### src/rtl/host_trans_status_pkg.sv
// Shared encodings for the host transaction status controller.
// The RETRY state only exists when HOST_NAK_RETRY_EN is defined.
package host_trans_status_pkg;

    localparam logic [1:0] TRANS_SETUP = 2'b00;
    localparam logic [1:0] TRANS_IN    = 2'b01;
    localparam logic [1:0] TRANS_OUT0  = 2'b10;
    localparam logic [1:0] TRANS_OUT1  = 2'b11;

    localparam int STAT_DATA_SEQ  = 7;
    localparam int STAT_ACK       = 6;
    localparam int STAT_STALL     = 5;
    localparam int STAT_NAK       = 4;
    localparam int STAT_TIMEOUT   = 3;
    localparam int STAT_OVERFLOW  = 2;
    localparam int STAT_BIT_STUFF = 1;
    localparam int STAT_CRC       = 0;

    typedef enum logic [2:0] {
        ST_IDLE   = 3'd0,
        ST_REQ    = 3'd1,
        ST_WAIT   = 3'd2,
`ifdef HOST_NAK_RETRY_EN
        ST_RETRY  = 3'd4,
`endif
        ST_UPDATE = 3'd3
    } transState_t;

endpackage

### src/rtl/host_trans_status.sv
// Host-side transaction sequencer between the CPU and the SIE, with status capture.
// Optional automatic NAK retry is enabled by defining HOST_NAK_RETRY_EN.
//
// state  | meaning
// IDLE   | no transaction; transReq latches transType and starts one
// REQ    | sieTransReq high until the SIE acknowledges
// WAIT   | waiting for sieTransDone; status captured on that edge
// UPDATE | one-cycle transDoneInt, then back to IDLE
// RETRY  | (retry build) bump retryCnt and re-issue the same request
module host_trans_status
    import host_trans_status_pkg::*;
#(
    parameter logic [3:0] RETRY_LIMIT = 4'd8
) (
    input  logic       clk,
    input  logic       rst_n,
    input  logic       transReq,
    input  logic [1:0] transType,
    input  logic       clrStatus,
    output logic       sieTransReq,
    output logic [1:0] sieTransType,
    input  logic       sieTransAck,
    input  logic       sieTransDone,
    input  logic [7:0] sieStatus,
    output logic [7:0] statusReg,
    output logic       transBusy,
    output logic       transDoneInt,
    output logic [3:0] retryCnt
);

    transState_t state;
    transState_t stateNext;
    logic        capture;
    logic        startTrans;

    assign startTrans = (state == ST_IDLE) && transReq;
    assign capture    = (state == ST_WAIT) && sieTransDone;

    always_ff @(posedge clk or negedge rst_n) begin
        if (!rst_n) begin
            state <= ST_IDLE;
        end else begin
            state <= stateNext;
        end
    end

    always_comb begin
        stateNext = state;
        case (state)
            ST_IDLE: begin
                if (transReq) stateNext = ST_REQ;
            end
            ST_REQ: begin
                if (sieTransAck) stateNext = ST_WAIT;
            end
            ST_WAIT: begin
                if (sieTransDone) begin
`ifdef HOST_NAK_RETRY_EN
                    if (sieStatus[STAT_NAK] && (retryCnt < RETRY_LIMIT)) begin
                        stateNext = ST_RETRY;
                    end else begin
                        stateNext = ST_UPDATE;
                    end
`else
                    stateNext = ST_UPDATE;
`endif
                end
            end
            ST_UPDATE: begin
                stateNext = ST_IDLE;
            end
`ifdef HOST_NAK_RETRY_EN
            ST_RETRY: begin
                stateNext = ST_REQ;
            end
`endif
            default: begin
                stateNext = ST_IDLE;
            end
        endcase
    end

    always_ff @(posedge clk or negedge rst_n) begin
        if (!rst_n) begin
            sieTransType <= TRANS_SETUP;
        end else if (startTrans) begin
            sieTransType <= transType;
        end
    end

    // A capture wins over a simultaneous CPU clear so a fresh result is never lost.
    always_ff @(posedge clk or negedge rst_n) begin
        if (!rst_n) begin
            statusReg <= 8'h00;
        end else if (capture) begin
            statusReg <= sieStatus;
        end else if (clrStatus) begin
            statusReg <= 8'h00;
        end
    end

`ifdef HOST_NAK_RETRY_EN
    always_ff @(posedge clk or negedge rst_n) begin
        if (!rst_n) begin
            retryCnt <= 4'd0;
        end else if (startTrans) begin
            retryCnt <= 4'd0;
        end else if (state == ST_RETRY) begin
            retryCnt <= retryCnt + 4'd1;
        end
    end
`else
    logic unusedRetryLimit;
    assign unusedRetryLimit = ^RETRY_LIMIT;
    assign retryCnt         = 4'd0;
`endif

    // Outputs decode the state register only, so no input reaches them combinationally.
    assign sieTransReq  = (state == ST_REQ);
    assign transBusy    = (state != ST_IDLE);
    assign transDoneInt = (state == ST_UPDATE);

endmodule

### config.mk
export PLATFORM = sky130hd
export DESIGN_NAME = host_trans_status
export DESIGN_NICKNAME = d
export VERILOG_FILES = /design/src/rtl/host_trans_status_pkg.sv /design/src/rtl/host_trans_status.sv
export SDC_FILE = /design/constraint.sdc
export NUM_CORES = 1
export LEC_CHECK = 0
export CAP_MARGIN = 5
export CORE_UTILIZATION = 34
export DETAILED_ROUTE_END_ITERATION = 8
export GPL_ROUTABILITY_DRIVEN = 0
export MAX_ROUTING_LAYER = met4
export PLACE_DENSITY_LB_ADDON = 0.15
export SYNTH_ARGS = -nofsm -noshare
export SYNTH_HDL_FRONTEND = slang
export SYNTH_SLANG_ARGS = --single-unit
### constraint.sdc
create_clock -name clk -period 1.65 [get_ports clk]
set_clock_uncertainty 0.2 [all_clocks]
set_input_delay 0.165 -clock clk [delete_from_list [all_inputs] [get_ports clk]]
set_output_delay 0.165 -clock clk [all_outputs]
set_load 0.05 [all_outputs]
==> out/results.ini, run 1 <==
[sta]
rsz0062_at_grt = yes
report.final.hold_viol_count = 0
min_period_over_period_pct = 108
finalSetupViolCount = 4
holdWs_ns = 0.249
fmax_mhz = 560
fin_ws_ns = -0.135
slew_viol_final = 0
period_needed_ns = 1.79

[worst_setup_path]
worstRegToRegCells = 5
critical_path_class = flop to flop
cp_cell_sequence = inv_4 > ha_4 > a222oi_1 > buf_4 > mux2_4
cp-start-kind = flop
crit_fanout = 3
required_ns = 1.62
worstPathArrival_ns = 1.75
reg2reg_from = state[0]
crit_path_max_incr_delay_ns = 0.44
rr_endpoint = state[1]
cp-end-kind = flop
crit_slowest_cell = dfrtp_2
reg2reg_slack_ns = -0.14

[layout]
final_nets = 131
fin_area_um2 = 1130
drive_gt1_share_pct = 41.3
final_core_util_pct = 65.4
diodes = 0
fillers = 141
area_growth_pct = 81.9

[grt]
overflow = 0
grtUsageTotal_pct = 18.5
grt_pass1_wl_mm = 2.55
antenna_found_initial = 0
grt_pass1_vias = 589
grt_max_degree = 17

[clock_network]
tritoncts = done
h-tree-depth = 1
clock-sinks = 12
clk_path_buf_depth = 2
cts_root_buffer = clkbuf_4
insertion_delay_ns = 0.27
numCtsBuffers = 3
clk_pin_slew_ns = 0.08

[pwr]
switchingPower_uw = 990
p_int_mw = 1.25
p_seq_share_pct = 21.8
p_leak_nw = 0.543
peakVddDrop_uv = 1290
combPwrFrac_pct = 67.3
p_clk_share_pct = 10.9
pwr_density_cell_nw_per_um2 = 1980
swShare_pct = 44.3

[logic_synthesis]
yosysTopAreaCell = dfrtp_1
synthAdderAreaFrac_pct = 10.1
async_flop_share_pct = 100
synthTopCellsByCount = dfrtp_1 (12), nand2_1 (9), nand2b_1 (8), o21ai_0 (8), inv_1 (6)
synth_top_family_by_area = simple AND/OR/NAND/NOR gates
syn_area_per_cell_um2 = 10.0
synthXorXnorAreaFrac_pct = 0
yosysSeqAreaShare_pct = 48.4
synth_compound_area_share_pct = 9.27
synth.area.mux_share_pct = 7.06
yosys_warnings = 0
yosysMostFrequentCell = dfrtp_1
ys_seq_elements = 12
yosys.area_share.simple_pct = 14.7
synth_top_flop_cell = dfrtp_1
synth-edff-count = 0
yosysTopAreaCellShare_pct = 48.4
syn-instance-count = 62
synth.area.top_cells = dfrtp_1 (48%), ha_1 (10%), nand2b_1 (8.1%)
ys_types = 16
syn_area_um2 = 621

[floorplanning]
num_rows = 15
io_pins = 33
die_h_um = 44.7
die_area_um2 = 2000
initial_core_util_pct = 35.9
core_area_um2 = 1730
die_w_um = 44.7

[flow_run]
max_cap_violations = 0

[hold_path]
worstHoldStart = sieStatus[6]
worstHoldEndpoint = statusReg[6]
hold_path.class = primary input to flop
min_path_cells = 3

[route]
wl_met2_um = 828
finalWirelength_mm = 1.66
wl_per_cell_um = 12.4
ant_nets = 0
first_iter_violations = 16
vias = 596
drc = 2
highest_layer = met4
routed-wl-met3_um = 127
via_per_inst = 4.45
firstDrtPassIters = 6
wl_met1_um = 681

[outcome]
violations = DRC, setup timing
status = finished, violations left

[placement]
placed_area_um2 = 977
dp_hpwl_mm = 1.03
numPortBuffers = 28

==> sequential cells by signal, indices dropped and copies added, names as in the netlist <==
| signal | flops |
|---|---|
| sieTransType | 2 |
| state | 2 |
| statusReg | 8 |
==> area by class of cell <==
| cell class | count | area (µm²) | share of cell area [%] |
|---|---|---|---|
| multi-input combinational | 41 | 312 | 27.6 |
| clock buffer | 4 | 36.3 | 3.22 |
| timing repair buffer | 46 | 423 | 37.5 |
| sequential | 12 | 302 | 26.7 |
| inverter | 6 | 25.0 | 2.22 |
| tap | 25 | 31.3 | 2.77 |
==> layout by cell type, fill, tap and decap left out, drive strengths merged <==
master	netlist	layout
a222oi	1	1
mux2	3	3
dlygate4sd3	0	1
clkbuf	1	4
inv	6	6
and2	1	1
mux2i	1	1
clkdlybuf4s50	0	15
buf	5	30
o21ai	8	8
conb	1	4
dfrtp	12	12
o21bai	1	1
nand2b	8	8
nand2	9	9
ha	5	5
==> power by group through the flow <==
stage / Combinational, mW / Sequential (mW) / Clock [mW]
after floorplan: 0.458 / 0.757 / 0
after global placement: 1.21 / 0.473 / 0
after detailed placement: 1.22 / 0.480 / 0
after CTS: 1.42 / 0.484 / 0.247
after global routing: 1.58 / 0.500 / 0.255
final: 1.50 / 0.488 / 0.243
==> stage by stage <==
step           power [mW]  instances  TNS [ns]  setup slack [ns]
6_report             2.24        134    -0.356            -0.135
5_1_grt              2.33        134    -0.518            -0.166
4_1_cts              2.15        132    -0.223           -0.0915
3_5_place_dp         1.70        119    -0.296            -0.153
3_3_place_gp         1.68        119    -0.156            -0.103
2_1_floorplan        1.22         65    -0.123            -0.123
==> layer usage <==
metal  global-route usage, %  vias up
met5                       -        -
met4                    10.9        0
met3                    4.80        4
met2                    29.4       32
met1                    21.1      277
li1                        -      283
==> critical path: cells and delay by family (launching register included) <==
kind	cells	cell delay (ns)
AO/OA/AOI/OAI	1	0.34
adder cells (fa/ha/maj)	1	0.16
buffers and inverters	2	0.25
flip-flops	1	0.44
multiplexers	1	0.29
==> cell families (layout without fill, tap and decap cells) <==
group                      Yosys count  after routing
AOI/OAI and AO/OA                   10             10
adders and majority gates            5              5
muxes                                4              4
and+or+nand+nor                     18             18
buffers and inverters               12             56
other                                1              4
DFF                                 12             12
==> worst max path at each step <==
stage | startpoint | to | slack (ns) | cells after the start
after global routing | state[0] | state[1] | -0.17 | 5
after floorplan | state[1] | state[1] | -0.12 | 4
final | state[0] | state[1] | -0.14 | 5
after global placement | sieTransDone | state[1] | -0.10 | 4
after CTS | state[0] | state[1] | -0.09 | 5
after detailed placement | sieTransDone | state[1] | -0.15 | 4
==> what timing repair did <==
| item | 4_1_cts | 5_1_grt |
|---|---|---|
| buffers inserted | 8 | 2 |
| resized for setup | 4 | 3 |
| hold buffers | 1 | 0 |
| pin swaps | 1 | 2 |
| hold endpoints to repair | 12 | 0 |
| setup endpoints to repair | 3 | 6 |
| cloned | 0 | 0 |
(Power assumes the default switching activity.)
==> run 2, diff against run 1 <==
--- a/config.mk
+++ b/config.mk
@@ -11,6 +11,7 @@
 export GPL_ROUTABILITY_DRIVEN = 0
 export MAX_ROUTING_LAYER = met4
 export PLACE_DENSITY_LB_ADDON = 0.15
+export SKIP_LAST_GASP = 1
 export SYNTH_ARGS = -nofsm -noshare
 export SYNTH_HDL_FRONTEND = slang
 export SYNTH_SLANG_ARGS = --single-unit
==> run 2 against run 1 <==
The run still ends with DRC, setup timing left; design area down 1.1%; combinational power about the same; final cell count unchanged; worst setup slack worse by 0.0034 ns.
==> out/results.ini, run 2 (same netlist as run 1, synthesis figures left out) <==
[outcome]
status = finished, violations left
violations = DRC, setup timing

[pwr]
peakVddDrop_uv = 1290
p_leak_nw = 0.543
pwr_density_cell_nw_per_um2 = 1980

[floorplanning]
io_pins = 33
num_rows = 15
die_w_um = 44.7
core_area_um2 = 1730
die_h_um = 44.7
die_area_um2 = 2000
initial_core_util_pct = 35.9

[worst_setup_path]
required_ns = 1.62
cp-start-kind = flop
cp-end-kind = flop
crit_fanout = 3
crit_path_max_incr_delay_ns = 0.44
worstPathArrival_ns = 1.75
crit_slowest_cell = dfrtp_2
cp_cell_sequence = inv_4 > ha_4 > a222oi_1 > buf_4 > mux2_4
critical_path_class = flop to flop
reg2reg_slack_ns = -0.14

[route]
finalWirelength_mm = 1.64
via_per_inst = 4.47
first_iter_violations = 16
drc = 2
ant_nets = 0
firstDrtPassIters = 6
wl_per_cell_um = 12.3
vias = 599

[sta]
finalSetupViolCount = 4
slew_viol_final = 0
min_period_over_period_pct = 108
holdWs_ns = 0.248
fin_ws_ns = -0.139
fmax_mhz = 559
period_needed_ns = 1.79
report.final.hold_viol_count = 0
rsz0062_at_grt = yes

[grt]
overflow = 0
grt_pass1_vias = 589
antenna_found_initial = 0
grtUsageTotal_pct = 18.5
grt_max_degree = 17
grt_pass1_wl_mm = 2.55

[clock_network]
insertion_delay_ns = 0.27
clock-sinks = 12
cts_root_buffer = clkbuf_4
clk_pin_slew_ns = 0.08
tritoncts = done
clk_path_buf_depth = 2
numCtsBuffers = 3
h-tree-depth = 1

[layout]
fillers = 142
diodes = 0
final_common_cell = buf_4
ff_latch_area_um2 = 302
final_nets = 131
layout_common_cells = buf_4 (27), clkdlybuf4s50_1 (15), dfrtp_1 (11)
reg_top3 = statusReg: 8 flops, sieTransType: 2 flops, state: 2 flops
drive_gt1_share_pct = 40.4
multi_input_area_um2 = 299
area_growth_pct = 79.8
largest_reg_flops = 8
largest-register = statusReg

[placement]
numPortBuffers = 28
dpl_worst_slack_ns = -0.153
dp_hpwl_mm = 1.03

[hold_path]
hold_path.class = primary input to flop

[flow_run]
max_cap_violations = 0

## run 2: cell counts in the layout (fill, tap and decap cells not counted)
No cell type changed its count.
## run 2: worst paths after layout
check,start,endpoint,cells after the start
max in group asynchronous,rst_n,state[0],3
worst min-delay path,sieStatus[6],statusReg[6],3
worst max register to register,state[0],state[1],5
worst max-delay path,state[0],state[1],5
worst min register to register,sieTransType[1],sieTransType[1],1
min in group asynchronous,rst_n,statusReg[0],3
## run 2: power breakdown
group / leakage [nW] / switching (mW) / internal (mW) / total, mW
registers: 0.154 / 0.0843 / 0.403 / 0.487
clock network: 0.0210 / 0.110 / 0.134 / 0.244
logic: 0.368 / 0.782 / 0.699 / 1.48
total: 0.543 / 0.976 / 1.24 / 2.21
## run 2: stage by stage
stage	TNS (ns)	power (mW)	instances	util [%]	instance area (µm²)
floorplan	-0.123	1.22	65	-	647
global placement	-0.156	1.68	119	56.6	977
detailed placement	-0.296	1.70	119	56.6	977
CTS	-0.223	2.15	132	63.6	1100
global route	-0.601	2.31	134	64.6	1120
finish	-0.424	2.21	134	64.6	1120
## run 2: timing repair
action	CTS	global route
cloned	0	0
endpoints found under the hold margin	12	0
pin swaps	1	1
hold buffers	1	0
gates resized for setup	4	1
setup buffers	8	2
setup endpoints to repair	3	6
## run 2: cell type report
| cell class | instances | share of cell area [%] |
|---|---|---|
| clock buffers | 4 | 3.25 |
| inverters | 6 | 2.24 |
| multi-input cells | 41 | 26.8 |
| flip-flops and latches | 12 | 27.0 |
| well taps | 25 | 2.80 |
| repair buffers | 46 | 37.9 |
## run 2: metal layers
layer	track usage (%)	part of all wire, %	up-vias
met4	10.9	1.4	0
li1	-	-	283
met1	21.1	41	280
met5	-	0	-
met2	29.4	50	32
met3	4.80	7.7	4
## run 2: worst max-delay path, delay by kind of cell (launching register included)
kind	cells	cell delay, ns
DFF	1	0.44
AOI/OAI and AO/OA	1	0.34
muxes	1	0.29
buffers and inverters	2	0.25
adders and majority gates	1	0.16
==> run 3, diff against run 2 <==
--- a/config.mk
+++ b/config.mk
@@ -6,6 +6,7 @@
 export NUM_CORES = 1
 export LEC_CHECK = 0
 export CAP_MARGIN = 5
+export CORE_ASPECT_RATIO = 1.1
 export CORE_UTILIZATION = 34
 export DETAILED_ROUTE_END_ITERATION = 8
 export GPL_ROUTABILITY_DRIVEN = 0
==> run 3 against run 2 <==
The flow finishes with violations (setup timing); fmax barely moved; worst setup slack got worse by 0.00082 ns; sequential share of layout area rose by 1.3 points; final cell count fell by 9.7%; routed wire length fell by 14%; design area fell by 4.1%; total power fell by 4.7%; sequential power barely moved; largest power group unchanged.
==> out/results.ini, run 3 (same netlist as run 1, synthesis figures left out) <==
[outcome]
status = finished, violations left
violations = setup timing

[floorplanning]
die_h_um = 46.8
die_area_um2 = 2000
io_pins = 33
num_rows = 15
core_area_um2 = 1630
initial_core_util_pct = 38.0
die_w_um = 42.7

[grt]
grt_pass1_wl_mm = 2.37
grtUsageTotal_pct = 16.8
antenna_found_initial = 0
grt_max_degree = 17
overflow = 0
grt_pass1_vias = 546

[route]
via_per_inst = 4.51
drc = 0
ant_nets = 0
firstDrtPassIters = 4
wl_per_cell_um = 11.6
finalWirelength_mm = 1.40
first_iter_violations = 8
vias = 546

[clock_network]
clk_path_buf_depth = 2
ctsHoldBuffers = 0
h-tree-depth = 1
clock-sinks = 12
tritoncts = done
cts_root_buffer = clkbuf_4
numCtsBuffers = 3
clk_pin_slew_ns = 0.07
insertion_delay_ns = 0.26

[pwr]
p_leak_nw = 0.514
pwr_density_cell_nw_per_um2 = 1970
peakVddDrop_uv = 1210
power.total_mw = 2.11

[layout]
final_nets = 127
fin_area_um2 = 1070
layout_common_cells = buf_4 (23), clkdlybuf4s50_1 (15), dfrtp_1 (10)
drive_gt1_share_pct = 41.3
diodes = 0
final_common_cell = buf_4
largest-register = statusReg
fin_cells = 121
final_core_util_pct = 65.5
ff_latch_area_um2 = 303
multi_input_area_um2 = 304
fillers = 151
area_growth_pct = 72.4
largest_reg_flops = 8
reg_top3 = statusReg: 8 flops, sieTransType: 2 flops, state: 2 flops

[sta]
fin_ws_ns = -0.140
worst_pin_slew_ns = 0.542
period_needed_ns = 1.79
relSlewSlack_pct = 63.7
fmax_mhz = 559
rsz0062_at_grt = yes
report.final.hold_viol_count = 0
min_period_over_period_pct = 108
finalSetupViolCount = 3
slew_viol_final = 0

[worst_setup_path]
critical_path_class = flop to flop
worstPathArrival_ns = 1.73
cp-start-kind = flop
cp-end-kind = flop
required_ns = 1.59
cp_cell_sequence = inv_4 > ha_4 > a222oi_1 > buf_4 > mux2_4
crit_slowest_cell = dfrtp_2
crit_fanout = 3
crit_path_max_incr_delay_ns = 0.43

[placement]
dp_hpwl_um = 943
place_inst = 109
dpl_worst_slack_ns = -0.175
placed_area_um2 = 952
numPortBuffers = 28

[flow_run]
max_cap_violations = 0

[hold_path]
hold_path.class = primary input to async pin

run 3: what timing repair did:
item,CTS,global route
resized for setup,3,6
setup buffers,9,0
cloned,0,0
endpoints found under the hold margin,0,0
setup endpoints to repair,3,11
pin swaps,2,1
run 3: cell type report:
type	instances	area share (%)
clock buffers	3	2.11
flip-flops and latches	12	28.3
multi-input cells	41	28.4
well taps	17	1.99
repair buffers	42	36.8
inverters	6	2.34
run 3: power breakdown:
part	internal [mW]	total, mW	switching (mW)	leakage [nW]
sequential	0.405	0.490	0.0844	0.153
clock	0.0842	0.171	0.0865	0.0138
combinational	0.678	1.45	0.768	0.348
total	1.17	2.11	0.939	0.514
run 3: worst max-delay path, delay by kind of cell, from the launching register on:
kind	cells	cell delay, ns
adder cells (fa/ha/maj)	1	0.15
flip-flops	1	0.43
AO/OA/AOI/OAI	1	0.34
buffers and inverters	2	0.25
multiplexers	1	0.29
run 3: per-stage QoR:
| stage | hold slack, ns | TNS (ns) |
|---|---|---|
| floorplan | -0.331 | -0.123 |
| global placement | 0.290 | -0.157 |
| detailed placement | 0.295 | -0.336 |
| CTS | 0.0673 | -0.313 |
| global route | 0.105 | -0.402 |
| finish | 0.0525 | -0.250 |
run 3: worst paths after layout:
kind	cells past startpoint	slack (ns)	from	end
max in group asynchronous	1	0.80	rst_n	state[0]
min	1	0.05	rst_n	statusReg[0]
max reg2reg	5	-0.14	state[0]	state[1]
min in group clk	3	0.25	sieStatus[5]	statusReg[5]
min reg2reg	1	0.31	sieTransType[1]	sieTransType[1]
max	5	-0.14	state[0]	state[1]
run 3: per-layer routing:
layer | track usage [%] | vias to the layer above | share of wire [%]
met4 | 7.50 | 0 | 0
li1 | - | 275 | -
met3 | 2.69 | 0 | 7.9
met1 | 20.5 | 248 | 44
met2 | 27.6 | 23 | 48
met5 | - | - | 0
